**config.mk**
```make
export PLATFORM = sky130hd
export DESIGN_NAME = sseg_scan
export DESIGN_NICKNAME = d
export VERILOG_FILES = /design/src/rtl/sseg_pkg.sv /design/src/rtl/sseg_pwm_timer.sv /design/src/rtl/sseg_scan.sv
export SDC_FILE = /design/constraint.sdc
export NUM_CORES = 1
export LEC_CHECK = 0
export ABC_AREA = 1
export CAP_MARGIN = 25
export CELL_PAD_IN_SITES_DETAIL_PLACEMENT = 1
export CELL_PAD_IN_SITES_GLOBAL_PLACEMENT = 1
export CORE_MARGIN = 1.5
export CORE_UTILIZATION = 42
export DETAILED_ROUTE_END_ITERATION = 10
export GPL_ROUTABILITY_DRIVEN = 0
export GPL_TIMING_DRIVEN = 1
export PLACE_DENSITY_LB_ADDON = 0.1
export SETUP_SLACK_MARGIN = 0.2
export SLEW_MARGIN = 10
export SYNTH_ARGS = -nofsm -noshare
export SYNTH_HDL_FRONTEND = slang
export SYNTH_SLANG_ARGS = --single-unit
```
**constraint.sdc**
```tcl
create_clock -name clk -period 6.8 [get_ports clk]
set_clock_uncertainty 0.05 [all_clocks]
set_input_delay 1.02 -clock clk [delete_from_list [all_inputs] [get_ports clk]]
set_output_delay 1.02 -clock clk [all_outputs]
set_load 0.05 [all_outputs]
```
**src/rtl/sseg_pkg.sv**
```systemverilog
// Shared types, hex segment table and decode helper for the 7-segment scanner.
package sseg_pkg;

  typedef logic [7:0] seg_t;

  localparam seg_t SEG_BLANK = 8'hFF;

  // Active-low {dp,g,f,e,d,c,b,a}; bit 7 is replaced by the decimal point on decode.
  localparam seg_t SEG_HEX_LUT [0:15] = '{
    8'hC0, 8'hF9, 8'hA4, 8'hB0, 8'h99, 8'h92, 8'h82, 8'hF8,
    8'h80, 8'h90, 8'h88, 8'h83, 8'hC6, 8'hA1, 8'h86, 8'h8E
  };

  function automatic seg_t hex_to_seg(input logic [3:0] nibble, input logic dp);
    seg_t lut;
    lut = SEG_HEX_LUT[nibble];
    return {~dp, lut[6:0]};
  endfunction

  function automatic int idx_width(input int n);
    return (n > 1) ? $clog2(n) : 1;
  endfunction

endpackage

```
**src/rtl/sseg_pwm_timer.sv**
```systemverilog
// Slot/digit timebase for the scanner: capture strobe, dead-time window and PWM gate.
module sseg_pwm_timer
  import sseg_pkg::*;
#(
  parameter int NUM_DIGITS  = 8,
  parameter int TICK_DIV    = 1024,
  parameter int DEAD_CYCLES = 16,
  parameter int PWM_BITS    = 4,
  localparam int IDX_W      = idx_width(NUM_DIGITS)
) (
  input  logic                clk,
  input  logic                rst,
  input  logic [PWM_BITS-1:0] sh_bright,
  output logic [IDX_W-1:0]    digit_idx,
  output logic                cap_stb,
  output logic                dead_ok,
  output logic                pwm_on
);

  localparam int SLOT_W = $clog2(TICK_DIV);

  logic [SLOT_W-1:0] slot_cnt;

  always_ff @(posedge clk or posedge rst) begin
    if (rst) begin
      slot_cnt  <= '0;
      digit_idx <= '0;
    end else begin
      slot_cnt <= slot_cnt + 1'b1;
      if (&slot_cnt) begin
        if (digit_idx == IDX_W'(NUM_DIGITS - 1))
          digit_idx <= '0;
        else
          digit_idx <= digit_idx + 1'b1;
      end
    end
  end

  // Capture at the very first cycle of a frame; that cycle is always inside dead time.
  assign cap_stb = (slot_cnt == '0) && (digit_idx == '0);
  assign dead_ok = (slot_cnt >= SLOT_W'(DEAD_CYCLES));
  assign pwm_on  = (&sh_bright) || (slot_cnt[PWM_BITS-1:0] < sh_bright);

endmodule

```
**src/rtl/sseg_scan.sv**
```systemverilog
// Multiplexed hex 7-segment driver with PWM dimming, anode dead time and frame-locked capture.
// Optional blinking via macro SSEG_BLINK_EN (adds blink_mask port and BLINK_FRAMES parameter).
module sseg_scan
  import sseg_pkg::*;
#(
  parameter int NUM_DIGITS  = 8,
  parameter int TICK_DIV    = 1024,
  parameter int DEAD_CYCLES = 16,
  parameter int PWM_BITS    = 4
`ifdef SSEG_BLINK_EN
  ,
  parameter int BLINK_FRAMES = 64
`endif
) (
  input  logic                    clk,
  input  logic                    rst,
  input  logic [4*NUM_DIGITS-1:0] digits,
  input  logic [NUM_DIGITS-1:0]   dp_in,
  input  logic [NUM_DIGITS-1:0]   blank_mask,
  input  logic [PWM_BITS-1:0]     brightness,
`ifdef SSEG_BLINK_EN
  input  logic [NUM_DIGITS-1:0]   blink_mask,
`endif
  output logic [7:0]              sseg,
  output logic [7:0]              an,
  output logic                    frame_start
);

  localparam int IDX_W = idx_width(NUM_DIGITS);

  logic [4*NUM_DIGITS-1:0] sh_digits;
  logic [NUM_DIGITS-1:0]   sh_dp;
  logic [NUM_DIGITS-1:0]   sh_blank;
  logic [PWM_BITS-1:0]     sh_bright;
  logic [IDX_W-1:0]        digit_idx;
  logic                    cap_stb;
  logic                    dead_ok;
  logic                    pwm_on;
  logic                    blank_eff;
  logic                    en_p0;
  logic [3:0]              nib_p0;
  logic [7:0]              an_dec_p0;
  seg_t                    sseg_p1;
  logic [7:0]              an_p1;
  logic                    fs_p1;

  sseg_pwm_timer #(
    .NUM_DIGITS (NUM_DIGITS),
    .TICK_DIV   (TICK_DIV),
    .DEAD_CYCLES(DEAD_CYCLES),
    .PWM_BITS   (PWM_BITS)
  ) u_timer (
    .clk      (clk),
    .rst      (rst),
    .sh_bright(sh_bright),
    .digit_idx(digit_idx),
    .cap_stb  (cap_stb),
    .dead_ok  (dead_ok),
    .pwm_on   (pwm_on)
  );

  always_ff @(posedge clk or posedge rst) begin
    if (rst) begin
      sh_digits <= '0;
      sh_dp     <= '0;
      sh_blank  <= '0;
      sh_bright <= '0;
    end else if (cap_stb) begin
      sh_digits <= digits;
      sh_dp     <= dp_in;
      sh_blank  <= blank_mask;
      sh_bright <= brightness;
    end
  end

`ifdef SSEG_BLINK_EN
  localparam int FC_W = $clog2(BLINK_FRAMES + 1);

  logic [NUM_DIGITS-1:0] sh_blink;
  logic [FC_W-1:0]       frm_cnt;
  logic                  blink_phase;

  // frm_cnt holds captures seen in the current phase; the phase flips on the capture that opens a new one.
  always_ff @(posedge clk or posedge rst) begin
    if (rst) begin
      sh_blink    <= '0;
      frm_cnt     <= '0;
      blink_phase <= 1'b0;
    end else if (cap_stb) begin
      sh_blink <= blink_mask;
      if (frm_cnt == FC_W'(BLINK_FRAMES)) begin
        frm_cnt     <= FC_W'(1);
        blink_phase <= ~blink_phase;
      end else begin
        frm_cnt <= frm_cnt + 1'b1;
      end
    end
  end

  assign blank_eff = sh_blank[digit_idx] | (blink_phase & sh_blink[digit_idx]);
`else
  assign blank_eff = sh_blank[digit_idx];
`endif

  // Stage p0: enable decision and decode from the current slot
  assign en_p0     = dead_ok & pwm_on & ~blank_eff;
  assign nib_p0    = sh_digits[4*digit_idx +: 4];
  assign an_dec_p0 = ~(8'b1 << digit_idx);

  // Stage p1: registered pin drivers
  always_ff @(posedge clk or posedge rst) begin
    if (rst) begin
      sseg_p1 <= SEG_BLANK;
      an_p1   <= 8'hFF;
      fs_p1   <= 1'b0;
    end else begin
      fs_p1 <= cap_stb;
      if (en_p0) begin
        sseg_p1 <= hex_to_seg(nib_p0, sh_dp[digit_idx]);
        an_p1   <= an_dec_p0;
      end else begin
        sseg_p1 <= SEG_BLANK;
        an_p1   <= 8'hFF;
      end
    end
  end

  assign sseg        = sseg_p1;
  assign an          = an_p1;
  assign frame_start = fs_p1;

endmodule

```
==> results of run 1 <==
## critical path: stages, from the launching register on
cell and delay (ns):
dfrtp_1 0.59, inv_4 0.29, ha_1 0.28, nand4_1 0.12, nor2_1 0.13, nand2_2 0.29, inv_2 0.51, buf_4 0.50
nand2_1 0.11, o21ai_1 0.11
## layout make-up
class                   count  area, um^2
flip-flops and latches     82        2072
multi-input cells         334        1612
well taps                 129       161.4
clock inverters             5       103.9
clock buffers              11       131.4
inverters                  47       186.4
repair buffers             74       750.7
fillers                  1117        4223
## power groups by stage
stage	Clock [mW]	Sequential [mW]	Combinational [mW]
finish	0.422	0.518	0.113
global route	0.450	0.521	0.125
CTS	0.432	0.519	0.113
detailed placement	0	0.528	0.112
global placement	0	0.527	0.110
floorplan	0	0.541	0.0443
## sequential cells by signal, indices dropped and copies added, names as in the netlist
name,flops
an,8
frame_start,1
sh_blank,8
sh_bright,4
sh_digits,32
sh_dp,8
sseg,8
u_timer.digit_idx,3
u_timer.slot_cnt,10
## placed cells by master, fill, tap and decap left out, drive strengths merged, types with 3 or more instances in the layout
| master | Yosys | routed |
|---|---|---|
| inv | 47 | 47 |
| a21oi | 7 | 7 |
| dfstp | 16 | 16 |
| bufinv | 0 | 3 |
| ha | 17 | 17 |
| o21ai | 30 | 30 |
| clkbuf | 0 | 11 |
| nand2 | 195 | 195 |
| nand3 | 59 | 59 |
| nor2 | 12 | 12 |
| clkdlybuf4s50 | 0 | 70 |
| xor2 | 7 | 7 |
| dfrtp | 66 | 66 |
| buf | 19 | 4 |
## kinds of logic (layout without fill, tap and decap cells)
kind of cell	after synthesis	count (layout)	share of synthesized area, %
fa+ha+maj	17	17	5.296
xor+xnor	8	8	1.745
buf+inv	66	137	8.286
compound gates	39	39	5.202
simple gates	270	270	27.88
flops	82	82	51.59
## worst max path at each step
| stage | to | depth (start not counted) | slack [ns] |
|---|---|---|---|
| 3_5_place_dp | sh_digits[12] | 9 | 3.72 |
| 5_1_grt | sh_digits[17] | 9 | 3.41 |
| 4_1_cts | sh_digits[12] | 9 | 3.69 |
| 3_3_place_gp | sh_digits[29] | 9 | 3.94 |
| 6_report | sh_digits[17] | 9 | 3.73 |
| 2_1_floorplan | frame_start | 1 | 3.65 |
## metrics by stage
stage / setup slack, ns / util (%)
floorplan: 3.648 / -
global placement: 3.938 / 51.46
detailed placement: 3.715 / 51.46
CTS: 3.688 / 54.00
global route: 3.405 / 54.30
finish: 3.726 / 54.30
## per-layer routing
metal	vias to the layer above	wire [um]
met4	0	124
met2	49	4646
met3	13	225
met1	1606	4742
li1	1642	-
met5	-	0
==> impl_metrics.toml, run 1 <==
[run_status]
status = "finished, final reports clean"

[job]
max-cap-violations = 0

[sta]
rsz0062_at_grt = "no"
setup_viol = 0
relSlewSlack_pct = 58.74
hold_ws_ns = 0.4319
max_freq_mhz = 325.3
maxSlewViolCount = 0
min_period_over_period_pct = 45.20
tns_ns = 0
fin_crit_ns = 3.074
report.final.hold_viol_count = 0
tightestPinTransition_ns = 0.6190

[clock_tree]
clock_latency_ns = 0.35
holdBufCountCts = 0
cts_buffers = 9
clkTransAtPathRegs_ns = 0.09
cts-root-buf = "clkbuf_8"
clockBufferDepth = 2
cts_tree = "done"
htreeDepth = 3
post_cts.repair.setup_buffers = 0
clock-sinks = 82
cts_resized = 0

[logic_synthesis]
synth_warnings = 0
ys_seq_area_share_pct = 51.59
yosys.area.top_type = "dfrtp_1"
synth.distinct_cells = 26
synth_seq_cells = 82
synth.most_common_cell = "nand2_1"
synth_edf_count = 0
synthArstFlopShare_pct = 100.0
ys_top_cells_by_count = "nand2_1, dfrtp_1, nand3_1"
netlist.area_leader.share_pct = 41.12
yosys-top-cells-area = "dfrtp_1, nand2_1, dfstp_2"
netlist_instances = 482
synthFlopType = "dfrtp_1"
netlist_area_mm2 = 0.004016
syn_nets = 553
syn_area_per_cell_um2 = 8.333

[route]
vias_per_cell = 4.853
wl_per_cell_um = 14.28
drtPass1Iterations = 4
remaining_drc_errors = 0
drtIter0Drc = 63
vias = 3310
drt_wl_total_mm = 9.739
ant_nets = 0

[floorplan]
start_util_pct = 43.47
core_area_mm2 = 0.009240
die_y_um = 100.8
dieArea_mm2 = 0.01016
io_pins = 71
die_w_um = 100.8
num_rows = 35

[global_routing]
grt_use_met2_pct = 35.71
antenna_found_initial = 0
grt.busiest_layer = "met2"
grt_pass1_wl_mm = 16.81
grt_max_degree = 83
use_met3_pct = 3.051
grt_pass1_vias = 3654
overflow = 0
grt_usage_pct = 20.97
grt.met1_usage_pct = 27.71

[power]
power_frac_comb_pct = 10.7
power_leakage_nw = 2.403
clkPwrFrac_pct = 40.1
power.density_mw_per_mm2 = 210.0
finalPower_mw = 1.054
max-vdd-ir-drop_v = 0.0001107
switching_share_pct = 23.39
p_switching_uw = 246.4
p_seq_share_pct = 49.2
power.internal_uw = 807.1

[critical_path]
rrSetupSlack_ns = 3.73
r2r-end = "sh_digits[17]"
criticalPathCategory = "flip-flop to flip-flop"
cp-start-kind = "flip-flop"
required_ns = 7.02
r2r_cells = 9
rr_startpoint = "u_timer.digit_idx[1]"
critPathLaunch = "u_timer.digit_idx[1]"
endpoint_kind = "flip-flop"
arrival_ns = 3.29
worstPathMaxFanout = 50

[finish]
num_antenna_cells = 0
area_growth_pct = 24.92
finalInstanceArea_mm2 = 0.005017
stdcell_count = 682
drive_gt1_share_pct = 8.499
nets = 619

[placed_design]
dp.cells = 665
port-buffer-count = 70
post_dp_cell_area_mm2 = 0.004755
dp_hpwl_mm = 6.890

[min_path]
hp-class = "flip-flop to flip-flop"
min_from = "sh_blank[0]"
hold_path_depth = 2
hold_end = "sh_blank[0]"
Note: power is estimated with default switching activity, not from simulation.
==> run 2, diff against run 1 <==
--- a/config.mk
+++ b/config.mk
@@ -10,7 +10,7 @@
 export CELL_PAD_IN_SITES_DETAIL_PLACEMENT = 1
 export CELL_PAD_IN_SITES_GLOBAL_PLACEMENT = 1
 export CORE_MARGIN = 1.5
-export CORE_UTILIZATION = 42
+export CORE_UTILIZATION = 39
 export DETAILED_ROUTE_END_ITERATION = 10
 export GPL_ROUTABILITY_DRIVEN = 0
 export GPL_TIMING_DRIVEN = 1
==> constraint.sdc (replaced) <==
create_clock -name clk -period 3.11 [get_ports clk]
set_clock_uncertainty 0.05 [all_clocks]
set_input_delay 0.4665 -clock clk [delete_from_list [all_inputs] [get_ports clk]]
set_output_delay 0.4665 -clock clk [all_outputs]
set_load 0.05 [all_outputs]
==> run 2 against run 1 <==
  * Die area is 7.5% higher
  * Design area is 0.25% lower
  * Non-clock buffer count is 5 higher
  * Routed wire length is 3.5% higher
  * Critical path depth stayed put
  * Sequential cell count stayed put
  * Via count is 1.6% higher
  * Setup slack worse by 3.0 ns
  * Hold slack better by 0.0031 ns
  * Sequential power is 120% higher
  * Global-route usage is 0.83 points lower
  * Register-to-register slack worse by 3.0 ns
  * Highest routed layer unchanged
==> impl_metrics.toml, run 2 (synthesized netlist as in run 1, its figures left out) <==
[run_status]
status = "finished, final reports clean"

[clock_tree]
cts_tree = "done"
cts-root-buf = "clkbuf_8"
post_cts.repair.setup_buffers = 0
clock-sinks = 82
htreeDepth = 3
clockBufferDepth = 2
cts_buffers = 9
holdBufCountCts = 0
clkTransAtPathRegs_ns = 0.08
clock_latency_ns = 0.35
cts_resized = 0

[global_routing]
grt_pass1_vias = 3623
antenna_found_initial = 0
overflow = 0
grt_usage_pct = 20.14
grt_pass1_wl_mm = 17.59
grt_max_degree = 44

[route]
wl_per_cell_um = 14.59
drtPass1Iterations = 4
drtIter0Drc = 138
remaining_drc_errors = 0
ant_nets = 0
vias_per_cell = 4.865
vias = 3362
drt_wl_total_mm = 10.08

[sta]
hold_ws_ns = 0.4349
tns_ns = 0
relSlewSlack_pct = 47.62
max_freq_mhz = 426.1
report.final.hold_viol_count = 0
setup_viol = 0
rsz0062_at_grt = "no"
min_period_over_period_pct = 75.46
fin_crit_ns = 2.347
maxSlewViolCount = 0
tightestPinTransition_ns = 0.7848

[power]
power.density_mw_per_mm2 = 418.1
max-vdd-ir-drop_v = 0.0001733
p_switching_uw = 549.5
power.internal_mw = 1.543
p_seq_share_pct = 54.1
clkPwrFrac_pct = 34.0
switching_share_pct = 26.26
power_leakage_nw = 2.392
power_frac_comb_pct = 11.8

[finish]
top_register = "sh_digits"
layout_commonest_cell = "nand2_1"
num_antenna_cells = 0
area_growth_pct = 24.61
drive_gt1_share_pct = 9.319
fill_cells = 1192
final_cell_mix = "nand2_1, clkdlybuf4s50_1, dfrtp_1, nand3_1, inv_1"
largestRegisters = "sh_digits (32), u_timer.slot_cnt (10)"
nets = 624
largest_reg_flops = 32

[placed_design]
port-buffer-count = 70
dp_hpwl_mm = 7.459

[floorplan]
start_util_pct = 40.72
die_y_um = 104.5
dieArea_mm2 = 0.01092
io_pins = 71
core_area_mm2 = 0.009864
num_rows = 36
die_w_um = 104.5

[critical_path]
required_ns = 3.33
cp-start-kind = "flip-flop"
criticalPathCategory = "flip-flop to flip-flop"
arrival_ns = 2.57
endpoint_kind = "flip-flop"
worstPathMaxFanout = 28

[job]
max-cap-violations = 0

[min_path]
hp-class = "flip-flop to flip-flop"
run 2: path summary, 6_finish.rpt:
check | depth (start not counted) | slack (ns) | from | endpoint
max | 9 | 0.76 | u_timer.digit_idx[1] | sh_digits[24]
min | 2 | 0.43 | sh_digits[7] | sh_digits[7]
max reg2reg | 9 | 0.76 | u_timer.digit_idx[1] | sh_digits[24]
min reg2reg | 2 | 0.43 | sh_digits[7] | sh_digits[7]
max in group asynchronous | 3 | 1.82 | rst | sseg[2]
min in group asynchronous | 2 | 0.50 | rst | sh_digits[2]
run 2: metal layers:
metal / share of wire [%] / GRT usage (%) / vias up
li1: - / - / 1648
met1: 49 / 26.70 / 1654
met2: 48 / 34.26 / 50
met3: 2.3 / 2.506 / 10
met4: 1.2 / 6.250 / 0
met5: 0 / 0 / -
run 2: final cells by class:
cell class                      instances  area, um^2  area share (%)
Clock buffer                           12       145.1           2.900
Tap cell                              133       166.4           3.325
Multi-Input combinational cell        334        1612           32.20
Sequential cell                        82        2072           41.40
Timing Repair Buffer                   79       793.3           15.85
Clock inverter                          4       28.78          0.5750
Inverter                               47       187.7           3.750
run 2: power groups by stage:
stage,sequential (mW),combinational (mW),clock (mW)
after detailed placement,1.15,0.251,0
after global routing,1.14,0.275,0.771
after CTS,1.13,0.252,0.726
final,1.13,0.247,0.712
after floorplan,1.18,0.0968,0
after global placement,1.15,0.245,0
run 2: critical path, cell delays in order, from the launching register on:
cell,delay [ns]
dfrtp_1,0.58
inv_4,0.29
ha_1,0.24
nand4_1,0.10
nor2_1,0.12
nand2_2,0.07
inv_2,0.35
buf_4,0.29
nand2_1,0.07
o21ai_1,0.10
run 2: through the flow:
stage	area (um^2)	utilization (%)	setup slack, ns	power, mW	std cells
final	5005	50.74	0.7632	2.093	691
after global routing	5005	50.74	0.5310	2.185	691
after CTS	5005	50.74	0.7324	2.112	691
after detailed placement	4831	48.97	0.7459	1.405	675
after global placement	4831	48.97	0.9012	1.397	675
after floorplan	4016	-	0.5115	1.280	482
